**config.mk**
```make
export PLATFORM = sky130hd
export DESIGN_NAME = alu_serial_rx
export DESIGN_NICKNAME = d
export VERILOG_FILES = /design/src/rtl/alu_pkg.sv /design/src/rtl/alu_word_shifter.sv /design/src/rtl/alu_serial_rx.sv
export SDC_FILE = /design/constraint.sdc
export NUM_CORES = 1
export LEC_CHECK = 0
export BUFFER_PORTS_ARGS = -buffer_cell sky130_fd_sc_hd__buf_2
export CORE_ASPECT_RATIO = 0.8
export CORE_MARGIN = 2
export CORE_UTILIZATION = 51
export CTS_CLUSTER_SIZE = 12
export DETAILED_ROUTE_END_ITERATION = 16
export PLACE_DENSITY = 0.84
export RECOVER_POWER = 100
export SETUP_SLACK_MARGIN = 0.3
export SLEW_MARGIN = 20
export SYNTH_ARGS = -nofsm -noshare
export SYNTH_HDL_FRONTEND = slang
export SYNTH_HIERARCHICAL = 1
export SYNTH_SLANG_ARGS = --single-unit
```
**constraint.sdc**
```tcl
create_clock -name clk -period 2.25 [get_ports clk]
set_input_delay 0.45 -clock clk [delete_from_list [all_inputs] [get_ports clk]]
set_output_delay 0.45 -clock clk [all_outputs]
set_load 0.05 [all_outputs]
```
**src/rtl/alu_pkg.sv**
```systemverilog
// Shared types and parity helper for the serial ALU request link.
// Used by both the deframer RTL and the serializer BFM.
package alu_pkg;

  typedef enum logic {
    DATA = 1'b0,
    CMD  = 1'b1
  } payload_type_t;

  // Deframer state encoding, kept as plain constants for legacy tools
  typedef logic [1:0] rx_state_t;
  localparam rx_state_t WAIT_A   = 2'd0;
  localparam rx_state_t WAIT_B   = 2'd1;
  localparam rx_state_t WAIT_CMD = 2'd2;

  typedef enum logic [1:0] {
    ERR_NONE   = 2'd0,
    ERR_PARITY = 2'd1,
    ERR_SEQ    = 2'd2,
    ERR_ABORT  = 2'd3
  } rx_err_t;

  // True when the word (zero-extended) has even parity overall
  function automatic logic parity_ok(input logic [31:0] w);
    return ~^w;
  endfunction

endpackage

```
**src/rtl/alu_word_shifter.sv**
```systemverilog
// Serial-to-parallel word capture with a mod-(DATA_W+2) bit counter.
// Done/abort are combinational so the top registers its result on the sampling edge.
module alu_word_shifter #(
  parameter int unsigned DATA_W = 8
) (
  input  logic              clk,
  input  logic              rst,
  input  logic              i_enable_n,
  input  logic              i_din,
  output logic              o_word_done,
  output logic [DATA_W+1:0] o_word,
  output logic              o_abort
);

  localparam int unsigned WORD_W = DATA_W + 2;
  localparam int unsigned CNT_W  = $clog2(WORD_W);
  localparam logic [CNT_W-1:0] LAST = CNT_W'(WORD_W - 1);

  logic [CNT_W-1:0]  r_cnt;
  logic [WORD_W-2:0] r_shift;

  always_ff @(posedge clk or posedge rst) begin
    if (rst) begin
      r_cnt   <= '0;
      r_shift <= '0;
    end else if (!i_enable_n) begin
      r_shift <= {r_shift[WORD_W-3:0], i_din};
      r_cnt   <= (r_cnt == LAST) ? '0 : r_cnt + 1'b1;
    end else begin
      r_cnt   <= '0;
    end
  end

  // The final bit is taken straight from din so the word is whole on its sampling edge
  assign o_word      = {r_shift, i_din};
  assign o_word_done = !i_enable_n && (r_cnt == LAST);
  assign o_abort     = i_enable_n && (r_cnt != '0);

endmodule

```
**src/rtl/alu_serial_rx.sv**
```systemverilog
// Request-side deframer: validates A, B, command words and presents one ALU request
// with a one-cycle valid pulse, or a one-cycle error pulse with a held reason code.
module alu_serial_rx
  import alu_pkg::*;
#(
  parameter int unsigned DATA_W = 8
) (
  input  logic              clk,
  input  logic              rst,
  input  logic              enable_n,
  input  logic              din,
  output logic [DATA_W-1:0] a,
  output logic [DATA_W-1:0] b,
  output logic [DATA_W-1:0] op,
  output logic              req_valid,
  output logic              err_valid,
  output logic [1:0]        err_code
);

  logic              w_word_done;
  logic              w_abort;
  logic [DATA_W+1:0] w_word;
  logic [DATA_W-1:0] w_payload;
  payload_type_t     w_type;
  logic              w_par_ok;

  rx_state_t         r_state;
  logic [DATA_W-1:0] r_sh_a, r_sh_b;
  logic [DATA_W-1:0] r_a, r_b, r_op;
  logic              r_req, r_err;
  rx_err_t           r_err_code;

  alu_word_shifter #(.DATA_W(DATA_W)) u_shifter (
    .clk         (clk),
    .rst         (rst),
    .i_enable_n  (enable_n),
    .i_din       (din),
    .o_word_done (w_word_done),
    .o_word      (w_word),
    .o_abort     (w_abort)
  );

  assign w_type    = payload_type_t'(w_word[DATA_W+1]);
  assign w_payload = w_word[DATA_W:1];
  assign w_par_ok  = parity_ok(32'(w_word));

  always_ff @(posedge clk or posedge rst) begin
    if (rst) begin
      r_state    <= WAIT_A;
      r_sh_a     <= '0;
      r_sh_b     <= '0;
      r_a        <= '0;
      r_b        <= '0;
      r_op       <= '0;
      r_req      <= 1'b0;
      r_err      <= 1'b0;
      r_err_code <= ERR_NONE;
    end else begin
      r_req <= 1'b0;
      r_err <= 1'b0;
      if (w_abort) begin
        r_err      <= 1'b1;
        r_err_code <= ERR_ABORT;
        r_state    <= WAIT_A;
      end else if (w_word_done) begin
        // Parity is judged before the word's type is allowed to touch the sequence
        if (!w_par_ok) begin
          r_err      <= 1'b1;
          r_err_code <= ERR_PARITY;
          r_state    <= WAIT_A;
        end else if (w_type == DATA && r_state == WAIT_A) begin
          r_sh_a  <= w_payload;
          r_state <= WAIT_B;
        end else if (w_type == DATA && r_state == WAIT_B) begin
          r_sh_b  <= w_payload;
          r_state <= WAIT_CMD;
        end else if (w_type == CMD && r_state == WAIT_CMD) begin
          r_a     <= r_sh_a;
          r_b     <= r_sh_b;
          r_op    <= w_payload;
          r_req   <= 1'b1;
          r_state <= WAIT_A;
        end else begin
          r_err      <= 1'b1;
          r_err_code <= ERR_SEQ;
          r_state    <= WAIT_A;
        end
      end
    end
  end

  assign a         = r_a;
  assign b         = r_b;
  assign op        = r_op;
  assign req_valid = r_req;
  assign err_valid = r_err;
  assign err_code  = r_err_code;

endmodule

```
==> results_dict.tcl <==
set metrics [dict create \
    port_buffers 31 \
    cellLeakagePower_nw 1.60 \
    maxSlewHeadroom_pct 27.4 \
    initial_core_util_pct 53.3 \
    drtIter0Drc 58 \
    crit_required_ps 2470 \
    seq_area_mm2 0.00148 \
    arrival_ps 2370 \
    grt_pass1_vias 1565 \
    grt_first_pass_wirelength_um 7770 \
    clock_latency_ps 340 \
    fp.dieArea_mm2 0.00541 \
    hold_viol 0 \
    rsz0062_at_grt "yes" \
    finalPower_mw 2.83 \
    async_flop_share_pct 100 \
    finalSetupTns_ps 0 \
    synth_warnings 6 \
    r2r_cells 6 \
    drc_errors 0 \
    ys.flop_type "dfrtp_1" \
    synth_cell_types 30 \
    ioPinCount 32 \
    synth_top_area_share_pct 59.9 \
    clock_sinks 59 \
    n_fill_cell 337 \
    dp.final_hpwl_um 3000 \
    wl_um 4690 \
    drtPass1Iterations 4 \
    grt_max_degree 47 \
    routed-via-count 1463 \
    synth_cells 163 \
    rrSetupSlack_ps 90 \
    synth_area_mm2 0.00246 \
    drive_gt1_share_pct 38.4 \
    r2r-end "r_sh_a[5]" \
    max_freq_ghz 0.464 \
    via_per_inst 5.15 \
    cts-htree-levels 3 \
    powerDensity_mw_per_mm2 916 \
    antenna_cells 0 \
    cp_cell_sequence "xnor2_1, xnor3_1, xnor2_4, or3_4, buf_6, mux2_4" \
    multi_input_area_mm2 0.00100 \
    netlist_top_cells_area "dfrtp_1 (60%), mux2_2 (18%), mux2_4 (4.9%), xnor2_1 (2.1%), ha_1 (1.5%)" \
    setup_violations 0 \
    status "finished, final reports clean" \
    grt_overflow_total 0 \
    path_clk_slew_ps 70 \
    layout.nets 227 \
    syn_avg_cell_area_um2 15.1 \
    cp-end-kind "flop" \
    cts-root-buf "clkbuf_8" \
    wl_per_cell_um 16.5 \
    numCtsBuffers 9 \
    startpoint_type "flop" \
    drv_cap 0 \
    globalplace.congestion 0.824 \
    die_h_um 66.2 \
    area_growth_pct 25.3 \
    clock_path_buffers 2 \
    min_period_ps 2160 \
    period_share_pct 95.9 \
    synth-edff-count 0 \
    hold_class "input pin to asynchronous set/reset pin" \
    syn-num-nets 170 \
    postRouteAntennaNets 0 \
    skew_ps 7.48 \
    crit_type "flop to flop" \
    track_usage_pct 20.1 \
    crit_path_max_fanout 5 \
    synth.largest_area_cell "dfrtp_1" \
    worstMarginPinSlew_ps 1090 \
    die_width_um 81.7 \
    tritoncts "done" \
    core_area_mm2 0.00462 \
    vdd_ir_drop_max_uv 491 \
    cp_slowest_stage_delay_ps 500 \
    ys_ff_latch 59 \
    drv_slew 0 \
    ys_seq_area_share_pct 59.9 \
    row_count 22 \
    crit_slowest_cell "xnor3_1" \
    antenna_found_initial 0 \
    r2r-start "u_shifter/r_shift[6]" \
]
-- report_power, final --
| part | internal, mW | switching, mW |
|---|---|---|
| Combinational | 0.412 | 0.360 |
| Clock | 0.480 | 0.383 |
| Sequential | 1.13 | 0.0699 |
| Total | 2.02 | 0.812 |
-- kinds of logic (layout without fill, tap and decap cells) --
logic type | Yosys count | after routing | synth area share [%]
AO/OA/AOI/OAI | 7 | 7 | 1.88
XOR/XNOR | 8 | 8 | 3.76
adder cells (fa/ha/maj) | 3 | 3 | 1.52
buffers and inverters | 11 | 72 | 2.79
flip-flops | 59 | 59 | 59.9
multiplexers | 49 | 49 | 23.6
AND/OR/NAND/NOR | 26 | 26 | 6.55
-- through the flow --
step	setup WS [ps]	utilization [%]	instance area [um2]	instances	hold WS (ps)
2_1_floorplan	118	-	2500	163	327
3_3_place_gp	54.6	60.6	2800	260	461
3_5_place_dp	9.70	60.6	2800	260	470
4_1_cts	103	66.2	3060	281	138
5_1_grt	33.4	66.8	3090	284	166
6_report	93.2	66.8	3090	284	123
-- how the worst max path moves through the flow --
stage                          from        end  slack (ps)  depth (start not counted)
3_3_place_gp                    din  r_sh_a[7]          50                          7
4_1_cts        u_shifter/r_shift[8]  r_sh_a[7]         100                          6
3_5_place_dp                    din  r_sh_a[0]          10                          7
5_1_grt        u_shifter/r_shift[6]  r_sh_a[5]          30                          6
6_report       u_shifter/r_shift[6]  r_sh_a[5]          90                          6
2_1_floorplan  u_shifter/r_shift[6]       a[4]         120                          6
-- layer usage --
layer  up-vias  global-route usage [%]  part of all wire (%)
met5         -                       0                     0
met4         0                    5.00                   1.5
met3         9                    9.02                   5.1
met2        36                    30.4                    47
met1       743                    26.6                    46
li1        675                       -                     -
-- critical path, delay by kind of cell, from the launching register on --
family	cells	cell delay [ps]
AND/OR/NAND/NOR	1	370
multiplexers	1	300
XOR/XNOR	3	840
buffers and inverters	1	150
flip-flops	1	380
-- registers in the layout, summed over array words and instances, names as in the netlist --
| signal | count |
|---|---|
| a | 8 |
| r_sh_a | 8 |
| u_shifter/r_shift | 9 |
| u_shifter/r_cnt | 4 |
| r_sh_b | 8 |
| err_code | 2 |
| b | 8 |
| err_valid | 1 |
| op | 8 |
| r_state | 2 |
| req_valid | 1 |
-- cells in the mapped netlist, types with 2 or more instances --
| cell | instances |
|---|---|
| nor2_1 | 6 |
| dfrtp_1 | 59 |
| nand2_1 | 8 |
| or3_1 | 2 |
| mux2_2 | 40 |
| buf_6 | 2 |
| a21oi_1 | 2 |
| buf_4 | 3 |
| ha_1 | 3 |
| inv_1 | 5 |
| xnor2_1 | 6 |
| nor3_1 | 2 |
| mux2_4 | 8 |
-- cell usage in the layout (no fill, tap or decap), types with 5 or more instances in the layout --
master | netlist | routed
nor2_1 | 6 | 6
mux2_2 | 40 | 26
nand2_1 | 8 | 5
mux2_4 | 8 | 11
mux2_1 | 1 | 12
clkbuf_8 | 0 | 12
xnor2_1 | 6 | 5
dfrtp_1 | 59 | 59
clkbuf_1 | 0 | 32
buf_4 | 3 | 12
-- what timing repair did --
item	CTS	global route
endpoints found under the setup margin	40	42
hold endpoints to repair	0	0
cloned	1	1
hold buffers	0	0
pin swaps	4	2
resized for setup	7	21
buffers inserted	5	2
-- cell type report --
cell class / count / area share (%)
clock buffer: 13 / 5.47
multi-input combinational: 93 / 32.5
inverter: 5 / 0.608
tap: 60 / 2.43
sequential: 59 / 47.8
timing repair buffer: 52 / 10.9
clock inverter: 2 / 0.324
Power figures use the tool's default switching activity.
